### config.mk
export PLATFORM = sky130hd
export DESIGN_NAME = credits_scroller
export DESIGN_NICKNAME = d
export VERILOG_FILES = /design/src/rtl/credits_pkg.sv /design/src/rtl/credits_text_rom.sv /design/src/rtl/credits_scroller.sv
export SDC_FILE = /design/constraint.sdc
export NUM_CORES = 1
export LEC_CHECK = 0
export BUFFER_PORTS_ARGS = -buffer_cell sky130_fd_sc_hd__buf_4
export CAP_MARGIN = 30
export CORE_ASPECT_RATIO = 2
export CORE_MARGIN = 3
export CORE_UTILIZATION = 50
export CTS_CLUSTER_DIAMETER = 80
export DETAILED_ROUTE_END_ITERATION = 12
export GPL_ROUTABILITY_DRIVEN = 0
export PLACE_DENSITY = 0.77
export SLEW_MARGIN = 20
export SYNTH_ARGS = -nofsm -noshare
export SYNTH_HDL_FRONTEND = slang
export SYNTH_SLANG_ARGS = --single-unit
### constraint.sdc
create_clock -name clk -period 8.6 [get_ports clk]
set_input_delay 1.29 -clock clk [delete_from_list [all_inputs] [get_ports clk]]
set_output_delay 1.29 -clock clk [all_outputs]
set_load 0.02 [all_outputs]
### src/rtl/credits_pkg.sv
// credits_pkg: ASCII constants, scroller FSM encoding and a string-slice helper
// shared by the credits scroller and its text ROM.
package credits_pkg;
  localparam logic [6:0] CH_BLANK = 7'h20;
  localparam logic [6:0] CH_COLON = 7'h3a;
  localparam logic [6:0] CH_0     = 7'h30;
  localparam logic [6:0] CH_9     = 7'h39;
  localparam logic [6:0] CH_A     = 7'h41;
  localparam logic [6:0] CH_B     = 7'h42;
  localparam logic [6:0] CH_C     = 7'h43;
  localparam logic [6:0] CH_J     = 7'h4a;
  localparam logic [6:0] CH_M     = 7'h4d;
  localparam logic [6:0] CH_Z     = 7'h5a;
  localparam int LINE_CHARS = 16;
  typedef enum logic [1:0] {ST_IDLE, ST_PAUSE, ST_SCROLL, ST_DONE} state_t;
  typedef logic [8*LINE_CHARS-1:0] line_str_t;
  // String literals pack the leftmost character in the top byte.
  function automatic logic [6:0] char_at(input line_str_t s, input int c);
    return (c >= 0 && c < LINE_CHARS) ? s[8*(LINE_CHARS-1-c) +: 7] : CH_BLANK;
  endfunction
endpackage

### src/rtl/credits_text_rom.sv
// credits_text_rom: combinational credit text lookup by line and column;
// anything outside the stored text reads as a blank.
module credits_text_rom
  import credits_pkg::*;
#(
  parameter int COLS       = 16,
  parameter int TEXT_LINES = 6,
  parameter int COL_W      = $clog2(COLS),
  parameter int LINE_W     = $clog2(TEXT_LINES+1)
) (
  input  logic [LINE_W-1:0] line,
  input  logic [COL_W-1:0]  col,
  output logic [6:0]        code
);
  localparam line_str_t L0    = "   Created by:  ";
  localparam line_str_t L2    = "    Bartosz     ";
  localparam line_str_t L3    = "   Bialkowski   ";
  localparam line_str_t L4    = "    Mateusz     ";
  localparam line_str_t L5    = "   Jagielski    ";
  localparam line_str_t BLANK = "                ";
  line_str_t sel;
  always_comb begin
    case (int'(line))
      0: sel = L0;
      2: sel = L2;
      3: sel = L3;
      4: sel = L4;
      5: sel = L5;
      default: sel = BLANK;
    endcase
    code = char_at(sel, int'(col));
  end
endmodule

### src/rtl/credits_scroller.sv
// credits_scroller: holds the credit text on the first page, then scrolls it up
// one pixel row per frame; serves registered character lookups to the renderer.
module credits_scroller
  import credits_pkg::*;
#(
  parameter int COLS        = 16,
  parameter int ROWS        = 2,
  parameter int TEXT_LINES  = 6,
  parameter int CHAR_H      = 16,
  parameter int HOLD_FRAMES = 60,
  parameter int COL_W       = $clog2(COLS),
  parameter int ROW_W       = $clog2(ROWS+1),
  parameter int LINE_W      = $clog2(TEXT_LINES+1)
) (
  input  logic                      clk,
  input  logic                      rst,
  input  logic                      start,
  input  logic                      abort,
  input  logic                      loop_en,
  input  logic                      frame_tick,
  input  logic [ROW_W-1:0]          row,
  input  logic [COL_W-1:0]          col,
  output logic [6:0]                char_code,
  output logic [$clog2(CHAR_H)-1:0] fine_ofs,
  output logic                      busy,
  output logic                      done
);
  localparam int FINE_W = $clog2(CHAR_H);
  localparam int HOLD_W = $clog2(HOLD_FRAMES+1);
  state_t state_q, state_d;
  logic [LINE_W-1:0] line_q, line_d;
  logic [FINE_W-1:0] fine_q, fine_d;
  logic [HOLD_W-1:0] hold_q, hold_d;
  logic [6:0] char_q, char_d, rom_code;
  logic [LINE_W:0] text_line;
  logic last_hold, fine_wrap, text_end;
  assign last_hold = hold_q == HOLD_W'(HOLD_FRAMES-1);
  assign fine_wrap = fine_q == FINE_W'(CHAR_H-1);
  assign text_end  = line_q == LINE_W'(TEXT_LINES-1);
  assign busy      = state_q == ST_PAUSE || state_q == ST_SCROLL;
  assign done      = state_q == ST_DONE;
  assign fine_ofs  = fine_q;
  assign char_code = char_q;
  // One extra bit so rows below the last text line cannot wrap back to the top.
  assign text_line = {1'b0, line_q} + (LINE_W+1)'(row);
  credits_text_rom #(
    .COLS(COLS), .TEXT_LINES(TEXT_LINES), .COL_W(COL_W), .LINE_W(LINE_W)
  ) u_rom (
    .line(text_line[LINE_W-1:0]),
    .col (col),
    .code(rom_code)
  );
  assign char_d = (busy && text_line < (LINE_W+1)'(TEXT_LINES)) ? rom_code : CH_BLANK;
  always_comb begin
    state_d = state_q;
    line_d  = line_q;
    fine_d  = fine_q;
    hold_d  = hold_q;
    if (abort || start) begin
      state_d = abort ? ST_IDLE : ST_PAUSE;
      line_d  = '0;
      fine_d  = '0;
      hold_d  = '0;
    end else if (frame_tick && state_q == ST_PAUSE) begin
      hold_d  = last_hold ? '0 : hold_q + 1'b1;
      state_d = last_hold ? ST_SCROLL : ST_PAUSE;
    end else if (frame_tick && state_q == ST_SCROLL) begin
      fine_d = fine_wrap ? '0 : fine_q + 1'b1;
      if (fine_wrap) begin
        line_d  = (text_end && loop_en) ? '0 : line_q + 1'b1;
        state_d = !text_end ? ST_SCROLL : loop_en ? ST_PAUSE : ST_DONE;
      end
    end
  end
  always_ff @(posedge clk or posedge rst) begin
    if (rst) begin
      state_q <= ST_IDLE;
      line_q  <= '0;
      fine_q  <= '0;
      hold_q  <= '0;
      char_q  <= CH_BLANK;
    end else begin
      state_q <= state_d;
      line_q  <= line_d;
      fine_q  <= fine_d;
      hold_q  <= hold_d;
      char_q  <= char_d;
    end
  end
endmodule

# After elaboration in Yosys (flattened, before gate mapping)
# Cells that the tools add are included.
# W data, S select, Z words.
[op_classes] add_sub_neg=5 order_cmp=1 eq_ne=11 n_shift=1 mux=22 n_reduce_logical=15
[op_table] op="$pmux W103 S5" n=1
[op_table] op="$shiftx A128 B32 Y7" n=1
[op_table] op="$mux W6" n=3
[op_table] op="$mux W4" n=4
[op_table] op="$mux W3" n=5
[op_table] op="$mux W2" n=7
[op_table] op="$eq A3 B3 Y1 const B" n=3
[op_table] op="$mux W7" n=1
[op_table] op="$add A6 B1 Y6 const B" n=1
[op_table] op="$eq A3 B2 Y1 const B" n=2
[op_table] op="$eq A6 B6 Y1 const B" n=1
[op_table] op="$reduce_bool A2 Y1" n=3
[op_table] op="$reduce_bool A3 Y1" n=2
[op_table] op="$sub A4 B4 Y5 const A" n=1
[op_table] op="$add A3 B2 Y4" n=1
[op_table] op="$add A4 B1 Y4 const B" n=1
[op_table] op="$eq A2 B2 Y1 const B" n=2
[op_table] op="$eq A4 B4 Y1 const B" n=1
[op_table] op="$logic_and A1 B1 Y1" n=4
[op_table] op="$lt A4 B3 Y1 const B" n=1
[op_table] op="$reduce_and A2 Y1" n=2
[op_table] op="$add A3 B1 Y3 const B" n=1
[op_table] op="$logic_not A3 Y1" n=1
[op_table] op="$reduce_and A3 Y1" n=1
[op_table] op="other kinds (4)" n=5
[totals] register_bits=22 input_bits=12 elab_cells=60

# Depth between registers and ports, before layout
# Gate-level depths: netlist of run 1.
[depth] word_depth=7 depth_mapped=13 ltp_nobuf=11

# By module
# A second synthesis of run 1 with hierarchy kept.
[unflattened] cells_unflattened=236 hier_area_um2=1901.8
[by_module_without_submodules] module="credits_scroller" instances=1 cells_each=118 area_per_inst_um2=1174.9
[by_module_without_submodules] module="credits_text_rom" instances=1 cells_each=118 area_per_inst_um2=726.9

# Least setup slack after synthesis of run 1
# No wires, ideal clock.
[synth_timing] path_type="in2reg" start="input row[0]" end="register char_q[1] (netlist: char_code[1])" t_arrival_ns=3.733 required_ns=8.461 path_slack_ns=4.728 cell_stages=12 path_buffers=1 cell_sequence="ha_1 -> inv_1 -> fa_1 -> xor2_2 -> inv_2 -> buf_4 -> ha_1 -> nand2b_1 -> nor3_1 -> or4_1 -> a311oi_1 -> nor3_1"
[synth_via] elab_chain_cells=5 elab_cells_between_ends=11 classes_between="1 x add/sub; 1 x order compare; 4 x eq/ne; 1 x shift; 2 x mux; 2 x reduce/logical"
[synth_rtl] element="start: declaration" line_no="credits_scroller.sv:21" rtl="input logic [ROW_W-1:0] row,"
[synth_rtl] element="$add A3 B2 Y4 *" line_no="credits_scroller.sv:45" rtl="assign text_line = {1'b0, line_q} + (LINE_W+1)'(row);"
[synth_rtl] element="$eq A3 B3 Y1, or another cell as far along" line_no="credits_text_rom.sv:23" rtl="case (int'(line))"
[synth_rtl] element="$pmux W103 S5" line_no="credits_text_rom.sv:23"
[synth_rtl] element="$shiftx A128 B32 Y7" line_no="credits_pkg.sv:19" rtl="return (c >= 0 && c < LINE_CHARS) ? s[8*(LINE_CHARS-1-c) +: 7] : CH_BLANK;"
[synth_rtl] element="$mux W7 *" line_no="credits_scroller.sv:53" rtl="assign char_d = (busy && text_line < (LINE_W+1)'(TEXT_LINES)) ? rom_code : CH_BLANK;"
[synth_rtl] element="via char_d[1]" line_no="credits_scroller.sv:34" rtl="logic [6:0] char_q, char_d, rom_code;"
[synth_rtl] element="end signal: assignment" line_no="credits_scroller.sv:87" rtl="char_q <= char_d;"
[synth_rtl] element="end: declaration" line_no="credits_scroller.sv:34"
# Mark *: on every way through the listed nets, which the timed path passes. The rest lies on a longest branch.
# A chain may end at the register's enable or synchronous reset.

# Worst setup path after layout of run 1
# Ends and elaborated chain as after synthesis.

==> flow_metrics.tcl, run 1 <==
set metrics [dict create \
    status "finished, final reports clean" \
    dp_cells 304 \
    synth_common_cells "nand2_1 (26), nor2_1 (22), dfrtp_1 (21), o21ai_0 (16), a21oi_1 (13)" \
    syn_inst 247 \
    antenna_found_initial 0 \
    post-route-min-period_ps 4727 \
    drt-total-wl_microns 4731 \
    grt_overflow 0 \
    nets 284 \
    crit_path_start "row[0]" \
    synth-main-ff-cell "dfrtp_1" \
    sw_frac_of_total_pct 33.94 \
    rsz0062_at_grt "false" \
    fin_cells 308 \
    r2r_cells 11 \
    setup_viol_count_final 0 \
    area_growth_pct 11.33 \
    placementRows 31 \
    ioPinCount 25 \
    fp.dieW_microns 49.97 \
    synth_nets 271 \
    endpoint_kind "register" \
    seq_power_share_pct 39.5 \
    crit_type "in -> reg" \
    synth.distinct_cells 60 \
    setup_tns_ps 0 \
    postRouteAntennaNets 0 \
    netSwitchingPower_mw 0.09329 \
    grt_pass1_vias 1862 \
    num_vias 1856 \
    die_h_microns 93.94 \
    remaining_drc_errors 0 \
    cts_sinks 22 \
    ys_top_cells_by_area "dfrtp_1 (27%), ha_1 (7.1%), nand2_1 (5.0%)" \
    cts_root_buf "clkbuf_8" \
    powerDensity_nw_per_um2 127.7 \
    clock.fmax_mhz 211.5 \
    clock_latency_ps 250 \
    htree_levels 1 \
    die-area_sq_um 4693 \
    synthArstFlopShare_pct 100.0 \
    cts_buffers 3 \
    synth-seq-area-share_pct 28.54 \
    drv_cap 0 \
    viasPerCell 6.026 \
    start_kind "input port" \
    post-synth-top-count-cell "nand2_1" \
    seqCellArea_sq_um 551.8 \
    yosys_warnings 0 \
    grt_max_degree 25 \
    synth_edf_count 0 \
    hpwl_microns 3718 \
    cts_hold_buf 0 \
    worst_slack_ps 3873 \
    path_max_fanout 22 \
    irDropWorstVdd_uv 67.08 \
    yosys.area.top_type "dfrtp_1" \
    slew_violations 0 \
    internal-power_mw 0.1816 \
    slew_headroom_pct 40.24 \
    diodes 0 \
    core-area_sq_um 3685 \
    synth-seq-cells 22 \
    drive_gt1_share_pct 15.44 \
    rr_endpoint "char_code[1]$_DFF_PP0_" \
    crit_required_ps 8720 \
    grt_pass1_wl_microns 7997 \
    pre_cts_slack_ps 3639 \
    fin_area_sq_um 2152 \
    cts_resized 0 \
    multi_input_area_sq_um 1255 \
    drtIter0Drc 37 \
    r2r-start "line_q[0]$_DFFE_PP0P_" \
    hold_path.class "reg -> reg" \
    cp.arrival_ps 4850 \
    tritoncts "yes" \
    synth_area_per_cell_sq_um 7.826 \
    worst_slew_pin_slew_ps 895.6 \
    p_leak_nw 0.9153 \
    fillers 337 \
    postPlaceCellArea_sq_um 2097 \
    path_clk_slew_ps 70 \
    clk_path_buf_depth 2 \
    critPathCapture "char_code[1]$_DFF_PP0_" \
    io_buffers 24 \
    start_util_pct 52.46 \
    p_clk_share_pct 25.9 \
    rrSetupSlack_ps 4510 \
    comb_power_share_pct 34.5 \
    drt_pass1_iterations 4 \
    finClkSkew_ps 2.581 \
    postCtsSetupRepairBufs 0 \
    fin_crit_sh_pct 54.97 \
    hold_viol 0 \
    track_usage_pct 21.62 \
    syn-cell-area_sq_um 1933 \
    synth_top_area_share_pct 27.18 \
    wl_per_cell_microns 15.36 \
]
## area by class of cell
type | instances | area share, %
inverter | 13 | 2.267
multi-input combinational | 196 | 58.31
tap | 49 | 2.849
clock buffer | 4 | 2.558
sequential | 22 | 25.64
timing repair buffer | 24 | 8.372
## sequential cells by signal, indices dropped and copies added (netlist names)
name,cells
char_code,7
fine_ofs,4
hold_q,6
line_q,3
state_q,2
## logic make-up (layout without fill, tap and decap cells)
| logic type | Yosys count | in the layout | share of synthesized area, % |
|---|---|---|---|
| adder cells (fa/ha/maj) | 13 | 13 | 8.673 |
| AND/OR/NAND/NOR | 102 | 102 | 26.34 |
| multiplexers | 2 | 2 | 1.100 |
| buffers and inverters | 29 | 41 | 6.537 |
| flip-flops | 22 | 22 | 28.54 |
| XOR/XNOR | 5 | 5 | 2.654 |
| AO/OA/AOI/OAI | 74 | 74 | 26.15 |
## worst min path at each step
stage                                      from                     to  slack [ps]  cells past startpoint
after floorplan           hold_q[4]$_DFFE_PP0P_  hold_q[4]$_DFFE_PP0P_         470                      1
after global placement    hold_q[1]$_DFFE_PP0P_  hold_q[1]$_DFFE_PP0P_         500                      2
after detailed placement  hold_q[1]$_DFFE_PP0P_  hold_q[1]$_DFFE_PP0P_         510                      2
after CTS                 hold_q[4]$_DFFE_PP0P_  hold_q[4]$_DFFE_PP0P_         520                      1
after global routing      hold_q[4]$_DFFE_PP0P_  hold_q[4]$_DFFE_PP0P_         550                      1
final                     hold_q[4]$_DFFE_PP0P_  hold_q[4]$_DFFE_PP0P_         510                      1
## critical path, cell delays in order
cell,delay (ps)
buf_4,80
ha_1,150
inv_1,50
fa_1,400
xor2_2,710
inv_2,320
ha_1,590
nand2b_1,260
nor3_1,90
or4_1,530
a311oi_1,280
nor3_1,80
## layer usage
metal | global-route usage [%] | vias up | part of all wire (%)
li1 | - | 923 | -
met1 | 20.12 | 862 | 37
met2 | 41.37 | 51 | 55
met3 | 2.703 | 20 | 2.9
met4 | 15.24 | 0 | 5.4
met5 | 0 | - | 0
## power by group through the flow
stage | logic [mW] | clock network [mW] | registers, mW
after floorplan | 0.0681 | 0 | 0.113
after global placement | 0.0927 | 0 | 0.111
after detailed placement | 0.0936 | 0 | 0.111
after CTS | 0.0937 | 0.0751 | 0.109
after global routing | 0.105 | 0.0783 | 0.109
final | 0.0949 | 0.0713 | 0.109
## stage by stage
step                hold slack (ps)  total power [mW]  utilization [%]
finish                        514.0            0.2749            58.40
global route                  548.7            0.2921            58.40
CTS                           522.8            0.2775            58.40
detailed placement            509.8            0.2043            56.91
global placement              497.0            0.2034            56.91
floorplan                     468.1            0.1808                -
## layout by cell type (no fill, tap or decap), types with 3 or more instances in the layout
| master | count |
|---|---|
| nand2_1 | 26 |
| buf_4 | 24 |
| nor2_1 | 22 |
| dfrtp_1 | 21 |
| o21ai_0 | 16 |
| a21oi_1 | 13 |
| inv_1 | 12 |
| ha_1 | 11 |
| nor3_1 | 10 |
| nand3_1 | 10 |
| nor2b_1 | 7 |
| o31ai_1 | 5 |
| a31oi_1 | 5 |
| nand2b_1 | 5 |
| clkbuf_8 | 4 |
| and2_1 | 3 |
| o211ai_1 | 3 |
| or2_2 | 3 |
| o22ai_1 | 3 |
| o41ai_1 | 3 |
| or3_1 | 3 |
Note: power is estimated with default switching activity, not from simulation.
==> run 2, diff against run 1 <==
ABC_AREA = 1   (was not set)
clock period = 4.6 ns   (was 8.6 ns; I/O delays follow)
==> flow_metrics.tcl, run 2 <==
set metrics [dict create \
    status "finished, final reports clean" \
    wl_per_cell_microns 13.75 \
    synth-seq-area-share_pct 29.28 \
    synth_common_cells "nand2_1 (78), nand3_1 (33), inv_1 (32), nor2_1 (24), dfrtp_1 (21)" \
    rsz0062_at_grt "false" \
    final_common_cell "nand2_1" \
    synth-main-ff-cell "dfrtp_1" \
    path_max_fanout 17 \
    yosys.area.top_type "dfrtp_1" \
    cts_sinks 22 \
    crit_type "in -> reg" \
    remaining_drc_errors 0 \
    drt-total-wl_microns 4772 \
    seqCellArea_sq_um 551.8 \
    tritoncts "yes" \
    antenna_found_initial 0 \
    synth_edf_count 0 \
    grt_pass1_wl_microns 7776 \
    powerDensity_nw_per_um2 298.1 \
    syn_inst 278 \
    irDropWorstVdd_uv 207.8 \
    diodes 0 \
    crit_required_ps 4760 \
    post-synth-top-count-cell "nand2_1" \
    synth.distinct_cells 36 \
    sw_frac_of_total_pct 36.57 \
    grt_max_degree 23 \
    nets 323 \
    setup_viol_count_final 0 \
    fin_crit_sh_pct 56.10 \
    synth_area_per_cell_sq_um 6.778 \
    start_util_pct 52.24 \
    hpwl_microns 3781 \
    cts_hold_buf 0 \
    ioPinCount 25 \
    io_buffers 24 \
    start_kind "input port" \
    hold_viol 0 \
    setup_tns_ps 0 \
    p_clk_share_pct 27.7 \
    ys_top_cells_by_area "dfrtp_1 (28%), nand2_1 (16%), nand3_1 (8.8%)" \
    syn-cell-area_sq_um 1884 \
    postRouteAntennaNets 0 \
    grt_pass1_vias 1809 \
    slew_headroom_pct 74.72 \
    drt_pass1_iterations 4 \
    synthArstFlopShare_pct 100.0 \
    post-route-min-period_ps 2581 \
    htree_levels 1 \
    die_h_microns 92.82 \
    worst_slew_pin_slew_ps 375.2 \
    fillers 360 \
    clk_path_buf_depth 2 \
    drv_cap 0 \
    cts_resized 0 \
    synth-seq-cells 22 \
    postCtsSetupRepairBufs 0 \
    drive_gt1_share_pct 16.78 \
    fp.dieW_microns 49.41 \
    seq_power_share_pct 33.4 \
    path_clk_slew_ps 80 \
    num_vias 1908 \
    clock_latency_ps 260 \
    clock.fmax_mhz 387.5 \
    p_leak_nw 1.159 \
    die-area_sq_um 4586 \
    netSwitchingPower_mw 0.2354 \
    synth_nets 302 \
    finClkSkew_ps 1.322 \
    largest_register_ffs 7 \
    hold_path.class "in -> async" \
    cts_root_buf "clkbuf_8" \
    track_usage_pct 21.74 \
    cp.arrival_ps 2740 \
    placementRows 31 \
    final_cell_mix "nand2_1 (78), nand3_1 (33), inv_1 (32), nor2_1 (24), buf_4 (24)" \
    multi_input_area_sq_um 1150 \
    grt_overflow 0 \
    area_growth_pct 14.61 \
    yosys_warnings 0 \
    internal-power_mw 0.4083 \
    core-area_sq_um 3607 \
    drtIter0Drc 72 \
    cts_buffers 3 \
    endpoint_kind "register" \
    synth_top_area_share_pct 27.89 \
    hold_ws_ps 349.8 \
    slew_violations 0 \
    comb_power_share_pct 39.0 \
    viasPerCell 5.499 \
]
## run 2: layer usage
layer | track usage, % | vias up | share of wire [%] | routed length (microns)
met2 | 43.83 | 82 | 56 | 2696
met1 | 20.71 | 865 | 35 | 1676
li1 | - | 943 | - | -
met3 | 0.8052 | 18 | 3.7 | 176
met4 | 12.47 | 0 | 4.7 | 222
met5 | 0 | - | 0 | 0
## run 2: cell families after synthesis
logic type,share of synthesized area [%]
compound gates,11.49
xor+xnor,2.324
fa+ha+maj,8.366
buf+inv,9.695
flops,29.28
simple gates,38.85
## run 2: through the flow
step / setup slack [ps] / cells / utilization (%) / cell area [sq um] / total power, mW
2_1_floorplan: 1906 / 278 / - / 1884 / 0.4013
3_3_place_gp: 1799 / 342 / 57.58 / 2077 / 0.4621
3_5_place_dp: 1756 / 342 / 57.58 / 2077 / 0.4643
4_1_cts: 2034 / 346 / 59.56 / 2148 / 0.6423
5_1_grt: 1883 / 347 / 59.87 / 2160 / 0.6828
6_report: 2019 / 347 / 59.87 / 2160 / 0.6437
## run 2: final timing paths
kind                                    startpoint                       to  slack, ps  depth (start not counted)
max                                         row[0]   char_code[3]$_DFF_PP0_       2020                         14
min reg2reg                fine_ofs[1]$_DFFE_PP0P_  fine_ofs[1]$_DFFE_PP0P_        540                          2
min                                            rst   char_code[3]$_DFF_PP0_        350                          2
max reg2reg                  line_q[0]$_DFFE_PP0P_   char_code[3]$_DFF_PP0_       2040                         13
max in group asynchronous                      rst    hold_q[4]$_DFFE_PP0P_       3830                          3
min in group clk           fine_ofs[1]$_DFFE_PP0P_  fine_ofs[1]$_DFFE_PP0P_        540                          2
## run 2: worst max-delay path: stages
cell     delay (ps)
buf_4            80
ha_1            150
inv_1            50
fa_1            420
nand2_2         160
nand2_4         100
ha_1            440
nand2_4         180
nand3_1         180
nor2_1           60
nor2_1           80
nand2_1          60
nand2_1          50
nand2_1          50
## run 2: final cells by class
cell class / count / area share (%)
Multi-Input combinational cell: 212 / 53.24
Sequential cell: 22 / 25.55
Timing Repair Buffer: 25 / 8.864
Inverter: 35 / 6.199
Tap cell: 49 / 2.839
Clock buffer: 3 / 1.912
Clock inverter: 1 / 1.390
## run 2: power groups by stage
stage / combinational (mW) / sequential [mW] / clock (mW)
after CTS: 0.246 / 0.215 / 0.181
final: 0.251 / 0.215 / 0.178
after global placement: 0.244 / 0.218 / 0
after global routing: 0.278 / 0.216 / 0.188
after floorplan: 0.172 / 0.229 / 0
after detailed placement: 0.246 / 0.219 / 0
==> run 3, diff against run 2 <==
clock period = 2.6 ns   (was 4.6 ns; I/O delays follow)
==> flow_metrics.tcl, run 3 (same netlist as run 2, synthesis figures left out) <==
set metrics [dict create \
    rsz0062_at_grt "false" \
    cts_sinks 22 \
    fin_area_sq_um 2186 \
    drt-total-wl_microns 4739 \
    start_kind "register" \
    clk_path_buf_depth 2 \
    slew_violations 0 \
    slew_headroom_pct 74.99 \
    path_clk_slew_ps 80 \
    endpoint_kind "register" \
    hold_path.class "in -> async" \
    powerDensity_nw_per_um2 523.2 \
    crit_required_ps 2760 \
    die_h_microns 92.82 \
    clock.fmax_mhz 413.7 \
    io_buffers 24 \
    drive_gt1_share_pct 17.39 \
    sw_frac_of_total_pct 36.29 \
    setup_tns_ps 0 \
    seq_power_share_pct 33.1 \
    worst_slew_pin_slew_ps 371.3 \
    drt_pass1_iterations 5 \
    remaining_drc_errors 0 \
    grt_pass1_wl_microns 7734 \
    hpwl_microns 3725 \
    rr_endpoint "char_code[3]$_DFF_PP0_" \
    rrSetupSlack_ps 180 \
    crit_path_start "line_q[0]$_DFFE_PP0P_" \
    postRouteAntennaNets 0 \
    finalPower_mw 1.144 \
    track_usage_pct 21.29 \
    antenna_found_initial 0 \
    gr-usage-met1_pct 20.57 \
    setup_viol_count_final 0 \
    area_growth_pct 16.00 \
    path_max_fanout 17 \
    fin_crit_sh_pct 92.97 \
    diodes 0 \
    drv_cap 0 \
    wl_per_cell_microns 13.62 \
    viasPerCell 5.468 \
    grt_pass1_vias 1791 \
    grt_util_met2_pct 42.83 \
    cp.arrival_ps 2580 \
    post-route-min-period_ps 2417 \
    grt_busiest_layer "met2" \
    status "finished, final reports clean" \
    internal-power_mw 0.7287 \
    post-route-util_pct 60.60 \
    final_common_cell "nand2_1" \
    ioPinCount 25 \
    grt_util_met3_pct 0.3221 \
    finClkSkew_ps 4.293 \
    placementRows 31 \
    grt_max_degree 23 \
    crit_type "reg -> reg" \
    p_clk_share_pct 27.3 \
    die-area_sq_um 4586 \
    hold_viol 0 \
    nets 324 \
    clock_latency_ps 260 \
    final_cell_mix "nand2_1 (78), nand3_1 (33), inv_1 (32), buf_4 (25), nor2_1 (24)" \
    cts_buffers 3 \
    comb_power_share_pct 39.6 \
    drtIter0Drc 67 \
    dp_cells 342 \
    cts_root_buf "clkbuf_8" \
    fp.dieW_microns 49.41 \
    netSwitchingPower_mw 0.4151 \
    core-area_sq_um 3607 \
    r2r_cells 13 \
    start_util_pct 52.24 \
    grt_overflow 0 \
    htree_levels 1 \
    largest_register_ffs 7 \
    postPlaceCellArea_sq_um 2077 \
    p_leak_nw 1.169 \
    irDropWorstVdd_uv 274.9 \
    r2r-start "line_q[0]$_DFFE_PP0P_" \
    fin_cells 348 \
    tritoncts "yes" \
    num_vias 1903 \
]
==> run 3: cell types whose count changed in the layout (fill, tap and decap cells not counted), sizes merged <==
cell / change
buf: +1
==> run 3: stage by stage <==
stage / hold WS (ps) / worst slack, ps
floorplan: 378.5 / 189.0
global placement: 511.3 / 97.41
detailed placement: 518.9 / 51.63
CTS: 334.4 / 67.05
global route: 106.3 / 29.57
finish: 81.85 / 182.7
==> run 3: how the worst max path moves through the flow <==
stage          cells after the start                endpoint
2_1_floorplan                     13  char_code[0]$_DFF_PP0_
3_3_place_gp                      14  char_code[3]$_DFF_PP0_
3_5_place_dp                      14  char_code[3]$_DFF_PP0_
4_1_cts                           13  char_code[3]$_DFF_PP0_
5_1_grt                           13  char_code[3]$_DFF_PP0_
6_report                          13  char_code[3]$_DFF_PP0_
==> run 3: per-layer routing <==
layer,up-vias,share of wire [%]
li1,941,-
met1,875,36
met2,73,57
met3,14,4.0
met4,0,3.5
met5,-,0
==> run 3: layout make-up <==
type / instances / area [sq um]
fillers: 360 / 1421
multi-input cells: 212 / 1152
flip-flops and latches: 22 / 551.8
repair buffers: 26 / 215.2
inverters: 35 / 133.9
well taps: 49 / 61.31
clock buffers: 3 / 41.29
clock inverters: 1 / 30.03
==> run 3: critical path: stages, from the launching register on <==
cell and delay [ps]:
dfrtp_1 370, ha_1 170, inv_1 50, fa_1 420, nand2_2 160, nand2_4 90
ha_2 420, nand2_4 150, nand3_1 180, nor2_1 60, nor2_1 80, nand2_1 60
nand2_1 50, nand2_1 50
==> run 3: power groups by stage <==
stage | Clock [mW] | Sequential, mW | Combinational (mW)
floorplan | 0 | 0.405 | 0.305
global placement | 0 | 0.386 | 0.431
detailed placement | 0 | 0.386 | 0.435
CTS | 0.318 | 0.380 | 0.436
global route | 0.333 | 0.381 | 0.497
finish | 0.312 | 0.378 | 0.453
==> run 3: what timing repair did <==
action                                  in CTS  in global routing
endpoints found under the hold margin        0                  0
resized for setup                            0                  1
hold buffers                                 0                  0
buffers inserted                             0                  1
endpoints found under the setup margin       0                  5
